===== config.mk =====
export PLATFORM = sky130hd
export DESIGN_NAME = pipelined_carry_select_adder
export DESIGN_NICKNAME = d
export VERILOG_FILES = /design/src/rtl/pipelined_carry_select_adder.sv
export SDC_FILE = /design/constraint.sdc
export NUM_CORES = 1
export LEC_CHECK = 0
export ABC_AREA = 1
export ABC_CLOCK_PERIOD_IN_PS = 2650
export CAP_MARGIN = 5
export CORE_MARGIN = 3
export CORE_UTILIZATION = 45
export DETAILED_ROUTE_END_ITERATION = 8
export PLACE_DENSITY = 0.71
export SYNTH_ARGS = -nofsm -noshare
export SYNTH_HDL_FRONTEND = slang
export SYNTH_SLANG_ARGS = --single-unit

===== constraint.sdc =====
create_clock -name clk -period 2.65 [get_ports clk]
set_input_delay 0.6625 -clock clk [delete_from_list [all_inputs] [get_ports clk]]
set_output_delay 0.6625 -clock clk [all_outputs]
set_load 0.005 [all_outputs]

===== src/rtl/pipelined_carry_select_adder.sv =====
// -----------------------------------------------------------------------------
// pipelined_carry_select_adder
//
// Purpose:
//   Pipelined, block-segmented carry-select adder. Operands are split into
//   BLOCK_BIT-wide blocks. Stage 0 registers both candidate sums/carries of
//   every block (carry-in 0 and carry-in 1). Stages 1..S each resolve
//   SEL_PER_STAGE blocks with the running carry. Latency is 1+S cycles and
//   throughput is one beat per cycle when not stalled.
//
// Parameters:
//   N_BIT          operand/sum width (multiple of BLOCK_BIT)
//   BLOCK_BIT      carry-select block width (N_BLK = N_BIT/BLOCK_BIT)
//   SEL_PER_STAGE  blocks resolved per select stage (S = N_BLK/SEL_PER_STAGE)
//
// Ports:
//   clk        in   rising-edge clock
//   rst        in   synchronous active-high reset
//   in_valid   in   operand beat valid
//   in_ready   out  beat accepted this cycle when in_valid is also high
//   operand_1  in   addend A
//   operand_2  in   addend B
//   carry_in   in   carry into bit 0
//   subtract   in   (CSA_SUB_EN only) B -> ~B, effective cin = carry_in ^ subtract
//   out_valid  out  result valid
//   out_ready  in   downstream accepts result
//   sum        out  A+B+cin mod 2^N_BIT
//   carry_out  out  carry out of bit N_BIT-1
//   overflow   out  signed overflow (carry into MSB XOR carry_out)
//
// Configuration macro:
//   CSA_SUB_EN  adds the subtract port; undefined builds an add-only unit.
//
// Handshake: a beat transfers on a rising edge where valid & ready are both
//   high. The whole pipeline moves as one (advance = ~out_valid | out_ready);
//   when it does not advance every stage register and valid bit holds, so a
//   presented result stays stable until taken. in_ready equals advance.
// -----------------------------------------------------------------------------
module pipelined_carry_select_adder #(
  parameter int N_BIT         = 32,
  parameter int BLOCK_BIT     = 8,
  parameter int SEL_PER_STAGE = 2
) (
  input  logic             clk,
  input  logic             rst,
  input  logic             in_valid,
  output logic             in_ready,
  input  logic [N_BIT-1:0] operand_1,
  input  logic [N_BIT-1:0] operand_2,
  input  logic             carry_in,
`ifdef CSA_SUB_EN
  input  logic             subtract,
`endif
  output logic             out_valid,
  input  logic             out_ready,
  output logic [N_BIT-1:0] sum,
  output logic             carry_out,
  output logic             overflow
);

  localparam int N_BLK = N_BIT / BLOCK_BIT;
  localparam int S     = N_BLK / SEL_PER_STAGE;

  // Per-stage registers, index 0 = input stage, index S = output stage.
  // sum0 holds the carry-in-0 candidate; once a block is resolved its final
  // value is written into the sum0 field and carried forward from there.
  logic [S:0][N_BIT-1:0] sum0_q, sum0_d;
  logic [S:0][N_BIT-1:0] sum1_q, sum1_d;
  logic [S:0][N_BLK-1:0] cout0_q, cout0_d;
  logic [S:0][N_BLK-1:0] cout1_q, cout1_d;
  logic [S:0]            carry_q, carry_d;   // running carry into next unresolved block
  logic [S:0]            cm0_q, cm0_d;       // carry into MSB, top block cin=0
  logic [S:0]            cm1_q, cm1_d;       // carry into MSB, top block cin=1
  logic [S:0]            ovf_q, ovf_d;       // valid once the top block is resolved
  logic [S:0]            valid_q, valid_d;

  logic                  advance;
  logic [N_BIT-1:0]      b_eff;
  logic                  cin_eff;
  logic [BLOCK_BIT:0]    t0, t1;
  logic                  c;
  int                    blk;

`ifdef CSA_SUB_EN
  assign b_eff   = subtract ? ~operand_2 : operand_2;
  assign cin_eff = carry_in ^ subtract;
`else
  assign b_eff   = operand_2;
  assign cin_eff = carry_in;
`endif

  assign advance   = ~valid_q[S] | out_ready;
  assign in_ready  = advance;
  assign out_valid = valid_q[S];
  assign sum       = sum0_q[S];
  assign carry_out = carry_q[S];
  assign overflow  = ovf_q[S];

  always_comb begin
    sum0_d  = '0;
    sum1_d  = '0;
    cout0_d = '0;
    cout1_d = '0;
    carry_d = '0;
    cm0_d   = '0;
    cm1_d   = '0;
    ovf_d   = '0;
    valid_d = '0;
    t0      = '0;
    t1      = '0;
    c       = 1'b0;
    blk     = 0;

    // Stage 0: both candidates of every block.
    for (int k = 0; k < N_BLK; k++) begin
      t0 = {1'b0, operand_1[k*BLOCK_BIT +: BLOCK_BIT]}
         + {1'b0, b_eff[k*BLOCK_BIT +: BLOCK_BIT]};
      t1 = t0 + {{BLOCK_BIT{1'b0}}, 1'b1};
      sum0_d[0][k*BLOCK_BIT +: BLOCK_BIT] = t0[BLOCK_BIT-1:0];
      sum1_d[0][k*BLOCK_BIT +: BLOCK_BIT] = t1[BLOCK_BIT-1:0];
      cout0_d[0][k] = t0[BLOCK_BIT];
      cout1_d[0][k] = t1[BLOCK_BIT];
    end
    // Carry into the MSB recovered from the MSB sum bit: a ^ b ^ s.
    cm0_d[0]   = operand_1[N_BIT-1] ^ b_eff[N_BIT-1] ^ sum0_d[0][N_BIT-1];
    cm1_d[0]   = operand_1[N_BIT-1] ^ b_eff[N_BIT-1] ^ sum1_d[0][N_BIT-1];
    carry_d[0] = cin_eff;
    valid_d[0] = in_valid;

    // Stages 1..S: resolve a group of blocks, pass the rest through.
    for (int j = 1; j <= S; j++) begin
      sum0_d[j]  = sum0_q[j-1];
      sum1_d[j]  = sum1_q[j-1];
      cout0_d[j] = cout0_q[j-1];
      cout1_d[j] = cout1_q[j-1];
      cm0_d[j]   = cm0_q[j-1];
      cm1_d[j]   = cm1_q[j-1];
      ovf_d[j]   = ovf_q[j-1];
      valid_d[j] = valid_q[j-1];
      c          = carry_q[j-1];
      for (int i = 0; i < SEL_PER_STAGE; i++) begin
        blk = (j - 1) * SEL_PER_STAGE + i;
        if (c) begin
          sum0_d[j][blk*BLOCK_BIT +: BLOCK_BIT] = sum1_q[j-1][blk*BLOCK_BIT +: BLOCK_BIT];
        end
        if (blk == N_BLK - 1) begin
          ovf_d[j] = (c ? cm1_q[j-1] : cm0_q[j-1])
                   ^ (c ? cout1_q[j-1][blk] : cout0_q[j-1][blk]);
        end
        c = c ? cout1_q[j-1][blk] : cout0_q[j-1][blk];
      end
      carry_d[j] = c;
    end
  end

  always_ff @(posedge clk) begin
    if (rst) begin
      sum0_q  <= '0;
      sum1_q  <= '0;
      cout0_q <= '0;
      cout1_q <= '0;
      carry_q <= '0;
      cm0_q   <= '0;
      cm1_q   <= '0;
      ovf_q   <= '0;
      valid_q <= '0;
    end else if (advance) begin
      sum0_q  <= sum0_d;
      sum1_q  <= sum1_d;
      cout0_q <= cout0_d;
      cout1_q <= cout1_d;
      carry_q <= carry_d;
      cm0_q   <= cm0_d;
      cm1_q   <= cm1_d;
      ovf_q   <= ovf_d;
      valid_q <= valid_d;
    end
  end

  // Candidate fields of the output stage are fully consumed by then.
  logic unused_tail;
  assign unused_tail = ^{sum1_q[S], cout0_q[S], cout1_q[S], cm0_q[S], cm1_q[S]};

endmodule


Word level (Yosys, flattened, before mapping)
Index checks and enable logic that the tools add are counted.
- register bits after elaboration: 187
- input bits: 69
- output and inout port bits: 36
- add/sub/neg operators: 8
- multiplexer cells: 9
- bitwise gates (word level): 6
- operators by type and width (operator ; count):
    adder 8 x 8 -> 9 bit ; 4
    adder 9 x 1 -> 9 bit (second input constant) ; 4
    2-to-1 mux 8 bit ; 4
    2-to-1 mux 1 bit ; 5
    XOR 1 bit ; 4
    NOT 1 bit ; 1
    OR 1 bit ; 1

Logic depth before layout (Yosys ltp)
- word-level depth: 3
- gate-level depth with buffers: 15

Worst setup path before layout
Ideal clock, no wire load.
- path kind: input to register
- start: input port operand_1[8]
- end: register cout1_q, in the netlist cout1_d[5]
- arrival: 2.299 ns
- slack: 0.243 ns
- stages: 14
- path through: ha_1 fa_1 ha_1 inv_1 nor2_2 nand3_2 nor2_4 nand2_2 nor2_4 nand2_1 nand2_1 nand3_1 nand2_1 inv_1
- RTL lines (element ; RTL line ; text):
    start, declared ; 48 ; input logic [N_BIT-1:0] operand_1,
    end signal, assigned ; 171 ; cout1_q <= cout1_d;
    end, declared ; 70 ; logic [S:0][N_BLK-1:0] cout1_q, cout1_d;

Worst setup path after layout
- start: input port out_ready
- end: output port in_ready
- cells in the longest elaborated chain, start to end: 1
- RTL lines (element ; RTL line ; text):
    start, declared ; 55 ; input logic out_ready,
    OR 1 bit ; 92 ; assign advance = ~valid_q[S] | out_ready;
    end, declared ; 47 ; output logic in_ready,
No other way between the ends.

==> impl_metrics.toml <==
[status]
status = "complete, no violations"

[min_path]
worstHoldStart = "sum0_q[60]"
hold_path.class = "register to register"
min_to = "sum0_q[60]"
hold_depth = 2

[floorplan]
die_y_um = 145
core_mm2 = 0.0188
start_util_pct = 46.1
boundaryPins = 105
die_x_um = 145
fp.dieArea_mm2 = 0.0210
fp-row-count = 50

[drt]
antenna_left = 0
first_pass_iters = 5
vias = 7582
wire_per_inst_um = 11.4
drt_iter0_markers = 443
drc = 0
totalWireLength_um = 17900
viasPerCell = 4.83

[placement]
dp_hpwl_um = 12800
port_buffers = 104
place_congestion = 0.836
placedCellCount = 1540

[sta]
slew_viol_final = 0
tightestPinTransition_ns = 0.617
tns_ns = 0
finalSetupViolations = 0
final_hold_viol_count = 0
fin_crit_ns = 2.51
slew_headroom_pct = 58.8
finalClockSkew_ns = 0.0106
rsz0062_at_grt = "false"
max_freq_mhz = 398
fin_crit_sh_pct = 94.8

[setup_path]
reg2reg_from = "carry_q[0]"
crit_path_cell_trace = "clkdlybuf4s50_1 -> nor2_4 -> inv_6 -> clkdlybuf4s50_1"
cp.depth = 4
crit_buf_inv = 3
critPathMaxFanout = 5
cp-end-kind = "primary output"
crit_top_cell = "clkdlybuf4s50_1"
r2r_cells = 7
crit_arrival_ns = 1.85
r2r_slack_ns = 0.82
start_kind = "input pin"
cp_slowest_cell = "clkdlybuf4s50_1"
crit_required_ns = 1.99
r2r_end = "sum0_d[73]"
critical_path_class = "input pin to primary output"
worst_path_dominant_cell_family = "buffers and inverters"
slowest_delay_ns = 0.52

[cts]
cts-resized-gates = 0
htreeDepth = 4
cts_tree = "built"
cts_setup_buffers = 0
clock-sinks = 167
clk_path_buf_depth = 2
ctsRootBufferMaster = "clkbuf_16"
worstSkewPairLatency_ns = 0.42
cts_hold_buf = 0
path_clk_slew_ns = 0.06
cts_buffers = 17

[synth]
syn_avg_cell_area_um2 = 7.10
synth_nets = 1332
synth_area_leaders = "dfxtp_1, nand2_1, o21ai_0"
synth_cell_types = 33
synth_seq_cells = 167
ys_warn_count = 0
yosysTopAreaCellShare_pct = 38.5
syn_inst = 1223
synthesis.area_mm2 = 0.00868
yosysTopAreaCell = "dfxtp_1"
synth.yosys.seq_area_share_pct = 38.5

[layout]
antennaDiodeCount = 0
drive_above_1_share_pct = 8.79
mostFrequentLayoutCell = "nand2_1"
stdcell_count = 1569
final_cell_mix = "nand2_1, dfxtp_1, o21ai_0"
fin_util_pct = 55.7
nNetsFinal = 1408
area_delta_synth_final_pct = 20.9

[global_routing]
track_usage_pct = 16.9
grt_max_degree = 123
grt_pass1_wl_um = 30600
grt-ovfl-total = 0
antenna_found_initial = 0
grt_pass1_vias = 6705

[power_and_ir_drop]
vdd_ir_drop_max_v = 0.000341
power_leakage_nw = 5.16
power_density_mw_per_mm2 = 617

[run]
maxCapViolCount = 0
[state kept, by name, summed over array words and instances, names as in the netlist, 2 cells and up]
| register | cells |
|---|---|
| sum1_d | 48 |
| valid_q | 3 |
| sum0_d | 32 |
| cout0_d | 6 |
| sum | 32 |
| cout1_d | 6 |
| sum0_q | 32 |
| cm1_q | 2 |
| carry_q | 3 |
| cm0_q | 2 |
[per-layer routing]
layer  track usage [%]  wire [um]
met1              23.4       9380
met2              27.2       7980
met3              3.72        464
met4              4.18         90
met5                 0          0
[cells in the mapped netlist, drive strengths merged]
library cell  count
a21oi            56
o21a              1
o211ai           29
xor2              6
o21ai           151
nand3            61
and2              1
a31oi            19
buf              49
clkbuf           42
nor2            142
or2               3
inv             155
o221ai            1
nand2           244
xnor2             7
ha               36
fa                4
nor3              1
dfxtp           167
a21o              2
nand4            12
o21bai           26
nand3b            8
[worst max path at each step]
stage | from | endpoint | slack (ns)
6_report | out_ready | in_ready | 0.14
3_3_place_gp | operand_1[8] | cout1_d[5] | -0.25
2_1_floorplan | operand_1[8] | cout1_d[5] | 0.24
5_1_grt | operand_1[8] | cout1_d[5] | 0.005
3_5_place_dp | operand_1[8] | cout1_d[5] | -0.29
4_1_cts | out_ready | in_ready | 0.14
[worst register-to-register path, delay by kind of cell (launching register included)]
family          cells  cell delay [ns]
simple gates        3             0.64
compound gates      2             0.28
buf+inv             2             0.24
flops               1             0.56
[stage by stage]
stage	worst slack (ns)	hold slack (ns)	area, um2	total power, mW
finish	0.137	0.445	10500	6.47
global route	0.00461	0.462	10500	6.86
CTS	0.138	0.450	10500	6.54
detailed placement	-0.294	0.441	9960	4.30
global placement	-0.254	0.433	9960	4.27
floorplan	0.243	0.425	8680	3.85
[layout make-up]
class	instances	area [um2]
clock buffer	20	447
fill	1833	8340
sequential	167	3340
clock inverter	9	81.3
timing repair buffer	148	1420
inverter	155	588
multi-input combinational	810	4290
tap	260	325
[kinds of logic after synthesis]
group	share of synthesized area, %
XOR/XNOR	1.31
flip-flops	38.5
AO/OA/AOI/OAI	18.4
AND/OR/NAND/NOR	23.4
buffers and inverters	12.2
adder cells (fa/ha/maj)	6.11
[power breakdown]
part	switching, mW	total, mW	internal (mW)
clock	0.935	2.23	1.29
combinational	0.734	1.35	0.613
sequential	0.121	2.90	2.78
total	1.79	6.47	4.68
Note: power is estimated with default switching activity, not from simulation.
